<file path="config.mk">
export PLATFORM = sky130hd
export DESIGN_NAME = button_debounce
export DESIGN_NICKNAME = d
export VERILOG_FILES = /design/src/rtl/button_debounce.sv
export SDC_FILE = /design/constraint.sdc
export NUM_CORES = 1
export LEC_CHECK = 0
export ABC_AREA = 1
export ABC_CLOCK_PERIOD_IN_PS = 1700
export CAP_MARGIN = 20
export CORE_MARGIN = 4
export CORE_UTILIZATION = 45
export DETAILED_ROUTE_END_ITERATION = 8
export HOLD_SLACK_MARGIN = 0.05
export PLACE_DENSITY_LB_ADDON = 0.3
export SYNTH_ARGS = -nofsm -noshare
export SYNTH_HDL_FRONTEND = slang
export SYNTH_SLANG_ARGS = --single-unit
</file>
<file path="constraint.sdc">
create_clock -name CLK -period 1.7 [get_ports CLK]
set_input_delay 0.34 -clock CLK [delete_from_list [all_inputs] [get_ports CLK]]
set_output_delay 0.34 -clock CLK [all_outputs]
set_load 0.05 [all_outputs]
</file>
<file path="src/rtl/button_debounce.sv">
// Debounces two raw active-low buttons into clean active-high SET/RESET levels.
// Optional DEBOUNCE_PULSE_EN adds registered 1-CLK press pulses.
module button_debounce #(
  parameter int CNT_W        = 12,
  parameter int STABLE_TICKS = 8,
  parameter int SYNC_STAGES  = 2
) (
  input  logic CLK,
  input  logic RST,
  input  logic BUT1,
  input  logic BUT2,
  output logic SET,
  output logic RESET,
  output logic SET_PULSE,
  output logic RESET_PULSE
);

  typedef enum logic [1:0] {REL, PWAIT, PRS, RWAIT} state_t;

  localparam logic [7:0] STABLE_N = 8'(STABLE_TICKS);

  logic [CNT_W-1:0]       presc;
  logic                   tick;
  logic [1:0]             raw;
  logic [1:0]             p;
  logic [SYNC_STAGES-1:0] sync_q  [2];
  state_t                 state_q [2];
  state_t                 state_d [2];
  logic [7:0]             cnt_q   [2];
  logic [7:0]             cnt_d   [2];
  logic [7:0]             cnt_inc [2];
  logic [1:0]             lvl_q;

  // NOTE: sequential state is updated with non-blocking assignments only, so
  // every register samples the pre-edge value of every other register.
  always_ff @(posedge CLK or posedge RST) begin
    if (RST) presc <= '0;
    else     presc <= presc + 1'b1;
  end

  assign tick = &presc;
  assign raw  = {BUT2, BUT1};
  assign p    = {~sync_q[1][SYNC_STAGES-1], ~sync_q[0][SYNC_STAGES-1]};

  always_ff @(posedge CLK or posedge RST) begin
    if (RST) begin
      for (int i = 0; i < 2; i++) begin
        sync_q[i]  <= '1;  // released level, so reset never looks like a press
        state_q[i] <= REL;
        cnt_q[i]   <= '0;
      end
      lvl_q <= '0;
    end else begin
      for (int i = 0; i < 2; i++) begin
        sync_q[i]  <= {sync_q[i][SYNC_STAGES-2:0], raw[i]};
        state_q[i] <= state_d[i];
        cnt_q[i]   <= cnt_d[i];
        lvl_q[i]   <= (state_d[i] == PRS) || (state_d[i] == RWAIT);
      end
    end
  end

  // NOTE: every signal written here gets its default first, so no path can
  // leave a value unassigned and infer a latch.
  always_comb begin
    for (int i = 0; i < 2; i++) begin
      state_d[i] = state_q[i];
      cnt_d[i]   = cnt_q[i];
      cnt_inc[i] = (cnt_q[i] == 8'hFF) ? cnt_q[i] : cnt_q[i] + 8'd1;
      case (state_q[i])
        REL: if (p[i]) begin
          state_d[i] = PWAIT;
          cnt_d[i]   = '0;
        end
        PWAIT: if (!p[i]) begin
          state_d[i] = REL;
          cnt_d[i]   = '0;
        end else if (tick) begin
          if (cnt_inc[i] == STABLE_N) begin
            state_d[i] = PRS;
            cnt_d[i]   = '0;
          end else begin
            cnt_d[i] = cnt_inc[i];
          end
        end
        PRS: if (!p[i]) begin
          state_d[i] = RWAIT;
          cnt_d[i]   = '0;
        end
        RWAIT: if (p[i]) begin
          state_d[i] = PRS;
          cnt_d[i]   = '0;
        end else if (tick) begin
          if (cnt_inc[i] == STABLE_N) begin
            state_d[i] = REL;
            cnt_d[i]   = '0;
          end else begin
            cnt_d[i] = cnt_inc[i];
          end
        end
        default: begin
          state_d[i] = REL;
          cnt_d[i]   = '0;
        end
      endcase
    end
  end

  assign SET   = lvl_q[0];
  assign RESET = lvl_q[1];

`ifdef DEBOUNCE_PULSE_EN
  logic [1:0] fire;
  logic [1:0] pulse_q;

  // Only a qualified press fires; a bounce back from RWAIT to PRS does not.
  always_comb begin
    fire = '0;
    for (int i = 0; i < 2; i++)
      fire[i] = (state_q[i] == PWAIT) && (state_d[i] == PRS);
  end

  always_ff @(posedge CLK or posedge RST) begin
    if (RST) pulse_q <= '0;
    else     pulse_q <= fire;
  end

  assign SET_PULSE   = pulse_q[0];
  assign RESET_PULSE = pulse_q[1];
`else
  assign SET_PULSE   = 1'b0;
  assign RESET_PULSE = 1'b0;
`endif

endmodule

</file>
==> out/results.ini <==
[run_status]
run_status=finished, final reports clean

[yosys]
synth_ff_type=sky130_fd_sc_hd__dfrtp_1
synth_compound_gate_area_share=0.06761
synthXorXnorAreaFrac=0.06364
count_of_flip_flops_with_a_built_in_enable_after_synthesis=0
synth_area_per_cell_sq_um=7.950
synth_mux_area_frac=0
yosysSeqAreaShare=0.4227
postSynthCellCount=277
synth_async_sr_flop_share=1.000
synth-seq-cells=37
synth.cell_area_sq_um=2202
netlist-cell-type-count=31
yosys_warnings=0
synth_top_family_by_area=simple AND/OR/NAND/NOR gates
synth_simple_gate_area_frac=0.3477
synth_fa_ha_area_frac=0.01705

[grt]
globalRouteOverflowTotal=0
grt_max_degree=38
grt_antenna_before_repair=0
first_global_vias=1590
globalRouteTotalUtil=0.1369
grt_pass1_wl_mm=6.775

[die]
floorplan.initialDensity=0.4662
core-area_sq_um=4723
fp.dieW_microns=77.96
die_y_microns=77.96
placementRows=25
number_of_top_level_pins=8
die-area_sq_um=6077

[route]
wl_per_cell_microns=11.16
routed_wire_length_mm=4.074
detailedRoute.firstPassIterationCount=4
drt_first_iter_violations=74
detailroute.via_count=1737
route.detailed.vias_per_inst=4.759
drc_errors=0
ant_nets=0

[clocking]
post_cts_hold_buffer_count=0
cts_sinks=37
clockRootBuffer=sky130_fd_sc_hd__clkbuf_8
cts_inserted_buffers=5
clock_tree_from_tritoncts=built
worst_skew_pair.late_latency_ns=0.29
worst_setup_hold_path_clk_slew_ns=0.07
clock_tree.buffer_depth=2
cts.htree.levels=2

[sta]
layout_setup_ws_ns=0.04458
final_hold_viol_count=0
final.hold.worst_slack_ns=0.3565
maxSlewViolCount=0
grt_setup_unrepaired=yes
worst_clock_skew_ns=0.008576
finalCritPeriodShare=0.9738
fin_crit_ns=1.655
fmax_mhz=604.1
setup-violations-final=0

[worst_setup_path]
setup.worst_path.class=register to register
path_max_fanout=5
timing.critical_path.arrival_ns=1.83
startpoint_type=register
worstPathRequired_ns=1.88
end_kind=register

[final_layout]
nNetsFinal=305
nFillCells=406
area.sequential_sq_um=930.9
area.growth.synth_to_final_pct=18.52
drive_gt1_frac=0.2248
area_of_combinational_cells_with_multiple_inputs_sq_um=1229
antenna-diode-count=0

[power_and_ir_drop]
leakage_power_summed_over_all_cells_nw=1.240
final_power_mw=1.531
power.density_cell_area_nw_per_um2=586.7
maximum_vdd_drop_mv=0.6045

[placed_design]
place.detailed.hpwl_mm=3.034
dp_worst_setup_slack_ns=0.02248
io_buffers=5
place_congestion=0.9152

[worst_hold_path]
timing.hold.worst.class=register to register

[run]
maxCapViolCount=0

routing by layer:
layer	vias up	GRT usage	wire [microns]
li1	915	-	-
met1	788	0.1940	1988
met2	28	0.2089	1868
met3	6	0.03016	164
met4	0	0.04196	53
met5	-	0	0
power breakdown:
group          total [mW]  switching [mW]  internal [mW]
Clock               0.566           0.287          0.278
Combinational      0.0695          0.0502         0.0192
Sequential          0.896         0.00471          0.891
Yosys cell counts (all sizes together), types with 3 or more instances:
cell type,n,area share
xnor2,5,0.020
a21oi,7,0.016
xor2,11,0.044
nor2,40,0.10
nor3,5,0.016
nand4,7,0.020
ha,3,0.017
nand3,25,0.069
dfrtp,33,0.37
nand2,71,0.13
inv,42,0.073
a211oi,7,0.024
dfstp,4,0.048
o21ai,10,0.024
worst max-delay path, stage by stage, from the launching register on:
cell	delay [ns]
sky130_fd_sc_hd__dfrtp_1	0.40
sky130_fd_sc_hd__ha_4	0.17
sky130_fd_sc_hd__nand2_4	0.06
sky130_fd_sc_hd__nor2_4	0.21
sky130_fd_sc_hd__buf_6	0.14
sky130_fd_sc_hd__nand2_4	0.06
sky130_fd_sc_hd__a21oi_2	0.14
sky130_fd_sc_hd__and2_4	0.17
sky130_fd_sc_hd__nand3_4	0.07
sky130_fd_sc_hd__nand2_2	0.07
sky130_fd_sc_hd__nand2_1	0.05
worst paths after layout:
check                           startpoint          to  slack, ns  depth (start not counted)
worst max-delay path              cnt_q[9]  state_q[3]       0.04                         10
worst min-delay path             sync_q[2]   sync_q[3]       0.36                          0
worst max register to register    cnt_q[9]  state_q[3]       0.04                         10
worst min register to register   sync_q[2]   sync_q[3]       0.36                          0
max in group asynchronous              RST   sync_q[0]       1.05                          3
min in group asynchronous              RST  state_q[3]       0.40                          3
cell families (layout without fill, tap and decap cells):
group,after synthesis,in the layout
xor+xnor,16,16
compound gates,25,25
buf+inv,44,63
other cells,1,2
simple gates,151,152
flops,37,37
fa+ha+maj,3,3
state kept, by name, indices dropped and copies added (netlist names):
name	cells
cnt_q	16
presc	12
sync_q	4
state_q	3
lvl_q	2
placed cells by master, fill, tap and decap left out, drive strengths merged:
cell and instances:
o21ai 10, nor2 40, nand2 72, a21oi 7, nor3b 1, ha 3, xor2 11, nand4 7
dfstp 4, clkdlybuf4s50 3, nand3 25, dfrtp 33, o31ai 1, a211oi 7, and2 2, nor3 5
buf 11, clkbuf 6, clkinv 1, inv 42, xnor2 5, conb 2
stage by stage:
step | area (sq um) | utilization | std cells | TNS [ns]
after floorplan | 2206 | - | 278 | 0
after global placement | 2377 | 0.5033 | 354 | 0
after detailed placement | 2377 | 0.5033 | 354 | 0
after CTS | 2455 | 0.5197 | 361 | 0
after global routing | 2610 | 0.5526 | 365 | -0.1461
final | 2610 | 0.5526 | 365 | 0
cell type report:
class / instances / share of cell area
multi-input cells: 198 / 0.4708
flip-flops and latches: 37 / 0.3567
inverters: 42 / 0.06136
repair buffers: 14 / 0.04938
well taps: 67 / 0.03212
clock buffers: 6 / 0.02780
clock inverters: 1 / 0.001918
what timing repair did:
item	4_1_cts	5_1_grt
setup buffers	0	3
setup endpoints to repair	0	17
gates resized for setup	0	28
Power figures use the tool's default switching activity.
